==> src/rtl/clk_div.sv <==
// ---------------------------------------------------------------------------
// clk_div
//   Integer clock divider on the reference clock. It generates the UART
//   TX/RX baud-tick clock. The ratio can be changed at run time, and both
//   even and odd ratios are supported. The block bypasses (output follows
//   the reference clock) when disabled or when the latched ratio is 0 or 1.
//
//   Even ratio N : low N/2 cycles, high N/2 cycles.
//   Odd ratio N  : low (N+1)/2 cycles, high (N-1)/2 cycles.
//
// Ports
//   CLKDIV_CLK   in  1         reference clock, all state updates on rising edge
//   CLKDIV_RST   in  1         asynchronous active-low reset (synchronizer output)
//   CLKDIV_EN    in  1         divider enable
//   CLKDIV_RATIO in  RATIO_WD  division ratio N
//   CLKDIV_OUT   out 1         divided clock, or CLKDIV_CLK in bypass
// ---------------------------------------------------------------------------
module clk_div #(
  parameter int RATIO_WD = 8
) (
  input  logic                CLKDIV_CLK,
  input  logic                CLKDIV_RST,
  input  logic                CLKDIV_EN,
  input  logic [RATIO_WD-1:0] CLKDIV_RATIO,
  output logic                CLKDIV_OUT
);

  localparam int CNT_WD = RATIO_WD - 1;
  localparam logic [CNT_WD-1:0] CNT_ONE = CNT_WD'(1);

  logic [RATIO_WD-1:0] ratio_q, ratio_d;
  logic [CNT_WD-1:0]   cnt_q, cnt_d;
  logic                div_q, div_d;
  logic                phase_q, phase_d;

  logic                active;
  logic [CNT_WD-1:0]   half;
  logic [CNT_WD-1:0]   low_len_m1;
  logic [CNT_WD-1:0]   high_len_m1;
  logic [CNT_WD-1:0]   len_m1;

  // A latched ratio of 2 or more means any bit above bit 0 is set.
  assign active = CLKDIV_EN && (ratio_q[RATIO_WD-1:1] != '0);

  // half = floor(N/2). An odd N gives the extra cycle to the low phase, so
  // low_len-1 = half for odd N and half-1 for even N. high_len-1 is
  // always half-1. Both values fit in CNT_WD bits, so the counter cannot
  // overflow for any ratio.
  assign half        = ratio_q[RATIO_WD-1:1];
  assign low_len_m1  = ratio_q[0] ? half : (half - CNT_ONE);
  assign high_len_m1 = half - CNT_ONE;
  assign len_m1      = phase_q ? high_len_m1 : low_len_m1;

  // The output mux is combinational. Disabling the divider therefore
  // switches to bypass immediately, without waiting for a clock edge.
  assign CLKDIV_OUT = active ? div_q : CLKDIV_CLK;

  // Next-state logic. While idle or bypassed, the block tracks the ratio
  // input and holds the phase state at the start of a low phase. While
  // dividing, a new ratio is only accepted at the high->low boundary,
  // which keeps the current period from being shortened.
  always_comb begin
    ratio_d = ratio_q;
    cnt_d   = cnt_q;
    div_d   = div_q;
    phase_d = phase_q;
    if (!active) begin
      ratio_d = CLKDIV_RATIO;
      cnt_d   = '0;
      div_d   = 1'b0;
      phase_d = 1'b0;
    end else if (cnt_q == len_m1) begin
      cnt_d   = '0;
      div_d   = ~div_q;
      phase_d = ~phase_q;
      if (phase_q) begin
        ratio_d = CLKDIV_RATIO;
      end
    end else begin
      cnt_d = cnt_q + CNT_ONE;
    end
  end

  // State registers. Reset clears the latched ratio to 0, which puts the
  // output in bypass for as long as reset is held.
  always_ff @(posedge CLKDIV_CLK or negedge CLKDIV_RST) begin
    if (!CLKDIV_RST) begin
      ratio_q <= '0;
      cnt_q   <= '0;
      div_q   <= 1'b0;
      phase_q <= 1'b0;
    end else begin
      ratio_q <= ratio_d;
      cnt_q   <= cnt_d;
      div_q   <= div_d;
      phase_q <= phase_d;
    end
  end

endmodule

==> config.mk <==
export PLATFORM = sky130hd
export DESIGN_NAME = clk_div
export DESIGN_NICKNAME = d
export VERILOG_FILES = /design/src/rtl/clk_div.sv
export SDC_FILE = /design/constraint.sdc
export NUM_CORES = 1
export LEC_CHECK = 0
export ABC_AREA = 1
export ABC_CLOCK_PERIOD_IN_PS = 2900
export CAP_MARGIN = 20
export CORE_MARGIN = 4
export CORE_UTILIZATION = 50
export DETAILED_ROUTE_END_ITERATION = 7
export PLACE_DENSITY = 0.71
export SYNTH_ARGS = -nofsm -noshare
export SYNTH_HDL_FRONTEND = slang
export SYNTH_SLANG_ARGS = --single-unit
==> constraint.sdc <==
create_clock -name CLKDIV_CLK -period 2.9 [get_ports CLKDIV_CLK]
set_clock_uncertainty 0.2 [all_clocks]
set_input_delay 0.29 -clock CLKDIV_CLK [delete_from_list [all_inputs] [get_ports CLKDIV_CLK]]
set_output_delay 0.29 -clock CLKDIV_CLK [all_outputs]
set_load 0.03 [all_outputs]
* Word-level counts from Yosys, hierarchy flattened
Cells that the tools add are included.
Widths: inputs -> output; s select.
** Cells by class
- Add/subtract/negate cells :: 2
- Eq/ne operators :: 3
- Mux-type cells :: 12
- Bitwise logic cells :: 2
- Reductions and logical operators :: 3
** Operators by type and width (count)
- $mux 7 :: 4
- $mux 8 :: 3
- $add 7x1->7 const B :: 1
- $eq 7x7->1 :: 1
- $reduce_bool 7->1 :: 1
- $sub 7x1->7 const B :: 1
- $mux 1 :: 5
- $ne 2x1->1 const B :: 1
- $ne 2x2->1 const B :: 1
- $not 1->1 :: 2
- $reduce_and 2->1 :: 1
- $logic_and 1x1->1 :: 1
** Word-level totals
- Flip-flop bits (word level) :: 17
- Input port bits :: 11
- Output and inout bits :: 1
- Logic and storage cells :: 26

* Longest topological paths before layout
- Depth in word-level cells :: 6
- Depth in mapped cells :: 13
- Mapped depth without buffers :: 13

==> flow_summary.toml <==
[status]
status = "finished, final reports clean"

[placed_design]
post_dp_cell_area_um2 = 1330
dp.cells = 210
numPortBuffers = 11
gp_congestion = 0.842
hpwl_um = 1960

[setup_path]
cp-end-kind = "output pin"
rr_startpoint = "ratio_q[1]$_DFFE_PN0P_"
required_ns = 2.41
critPathTopFamily = "buffers and inverters"
ff2ff_setup_slack_ns = 0.67
arrival_ns = 2.20
cp-start-kind = "clock port"
crit_fanout = 2
worst-path-stages = 5
slowest_delay_ns = 0.35
slowest_stage = "dlygate4sd2_1"
critPathBufInv = 3
r2r_end = "ratio_q[2]$_DFFE_PN0P_"
crit_type = "clock port to output pin"
crit_chain = "clkbuf_4 -> clkbuf_4 -> nor2_1 -> nor2_1 -> dlygate4sd2_1"
rr_worst_depth = 13

[route]
drcViolationCount = 0
num_vias = 1107
drt_iter0_drc = 41
wl_per_cell_um = 11.9
wl_um = 2580
dr.pass1.iters = 4
via_per_inst = 5.10
antenna_left = 0

[run]
drv_cap = 0

[pwr]
p_total_uw = 1540
seqPwrFrac = 0.267
internal_power_uw = 751
p_per_area_nw_per_um2 = 1120
clockPowerShare = 0.152
p_sw_uw = 793
power_frac_comb = 0.581
leakage_uw = 0.000730
peakVddDrop_mv = 0.699
switching_share = 0.514

[yosys]
synthArstFlopShare = 1.00
synth.largest_area_cell = "dfrtp_1"
synth_area_um2 = 1200
yosysMostFrequentCell = "nand2_1"
syn_area_per_cell_um2 = 6.94
syn_inst = 173
ys_top_cells_by_count = "nand2_1, nand3_1, inv_1"
yosys.area.top_type_share = 0.354
synth-seq-area-share = 0.354
synth_area_leaders = "dfrtp_1, nand2_1, nand3_1"
yosys_warnings = 0
synth.distinct_cells = 23
synth_edf_count = 0
synth-seq-cells = 17
synth_nets = 187
synth_flop_cell = "dfrtp_1"

[final_layout]
fill_cells = 225
final_cells = 217
area_delta_synth_final_pct = 14.6
final_core_util = 0.610
antenna_cells = 0
nets = 204
multi_input_area_um2 = 653
drive_gt1_frac = 0.116
stdcell_area_um2 = 1380
final-seq-area_um2 = 425

[sta]
slew-limit-headroom = 0.473
worst_slew_pin_slew_ns = 0.788
setup_viol = 0
finalHoldViolations = 0
setup_tns_ns = 0
rsz0062_at_grt = "false"
maxSlewViolCount = 0

[global_routing]
gr-usage-met1 = 0.237
globalRouteMet3Util = 0.0566
antenna_found_initial = 0
grt_max_degree = 18
grt_use_met2 = 0.285
grt_pass1_vias = 1098
gr-total-overflow = 0
top_usage_layer = "met2"
grt_pass1_wl_um = 4680
track_usage = 0.188

[die]
die_w_um = 57.0
ios = 12
dieArea_um2 = 3250
die_y_um = 57.0
initial_utilization = 0.533
row_count = 17
coreArea_um2 = 2250

[worst_hold_path]
hold_path_class = "input port to asynchronous set/reset pin"

[clock_network]
path_clk_slew_ns = 0.10
clk_latency_ns = 0.41
cts_tree = "yes"
post_cts_buffers = 0
[sequential cells by signal (all words and copies together), names as in the netlist]
| register | flops |
|---|---|
| ratio_q | 8 |
| cnt_q | 7 |
| div_q | 1 |
| phase_q | 1 |
[power groups by stage]
stage / logic (µW) / registers [µW] / clock network (µW)
final: 897 / 412 / 235
after global placement: 866 / 410 / 50.3
after floorplan: 753 / 395 / 32.3
after CTS: 897 / 410 / 244
after detailed placement: 891 / 415 / 50.3
after global routing: 1040 / 425 / 265
[stage by stage]
stage                     setup slack [ns]  hold slack (ns)
after global placement               0.261            0.297
after detailed placement             0.260            0.301
after CTS                            0.180            0.146
after global routing                 0.114            0.172
after floorplan                      0.745           -0.206
final                                0.215            0.132
[area by class of cell]
cell class              count  share of cell area
well taps                  28              0.0255
multi-input cells         127               0.475
repair buffers             11              0.0782
inverters                  26              0.0709
clock buffers               8              0.0418
flip-flops and latches     17               0.309
[metal layers]
layer,part of all wire,vias up
met3,0.053,2
met1,0.48,508
met2,0.46,30
li1,-,567
met4,0.0089,0
met5,0,-
[worst max-delay path by stage]
stage | from | end | slack [ns]
finish | CLKDIV_CLK | CLKDIV_OUT | 0.21
global placement | CLKDIV_CLK | CLKDIV_OUT | 0.26
global route | ratio_q[4]$_DFFE_PN0P_ | CLKDIV_OUT | 0.11
floorplan | CLKDIV_CLK | CLKDIV_OUT | 0.74
CTS | CLKDIV_CLK | CLKDIV_OUT | 0.18
detailed placement | CLKDIV_CLK | CLKDIV_OUT | 0.26
[kinds of logic after synthesis]
family	synth area share
xor+xnor	0.0438
buf+inv	0.102
compound gates	0.00833
flops	0.354
simple gates	0.460
fa+ha+maj	0.0313
[cells in the final DEF, fill, tap and decap left out, types with 2 or more instances in the layout]
master	Yosys	layout
nand2_1	48	48
nand3_1	33	33
inv_1	25	25
nor2_1	19	19
dfrtp_1	17	17
clkdlybuf4s50_1	0	10
clkbuf_4	0	6
nand2_2	4	4
nor2_2	3	3
xnor2_1	3	3
xor2_1	3	3
ha_1	3	3
nand2_4	2	2
a21oi_1	2	2
[what timing repair did]
action | 4_1_cts | 5_1_grt
hold buffers | 0 | 0
setup endpoints to repair | 1 | 0
gates resized for setup | 1 | 0
Note: power is estimated with default switching activity, not from simulation.
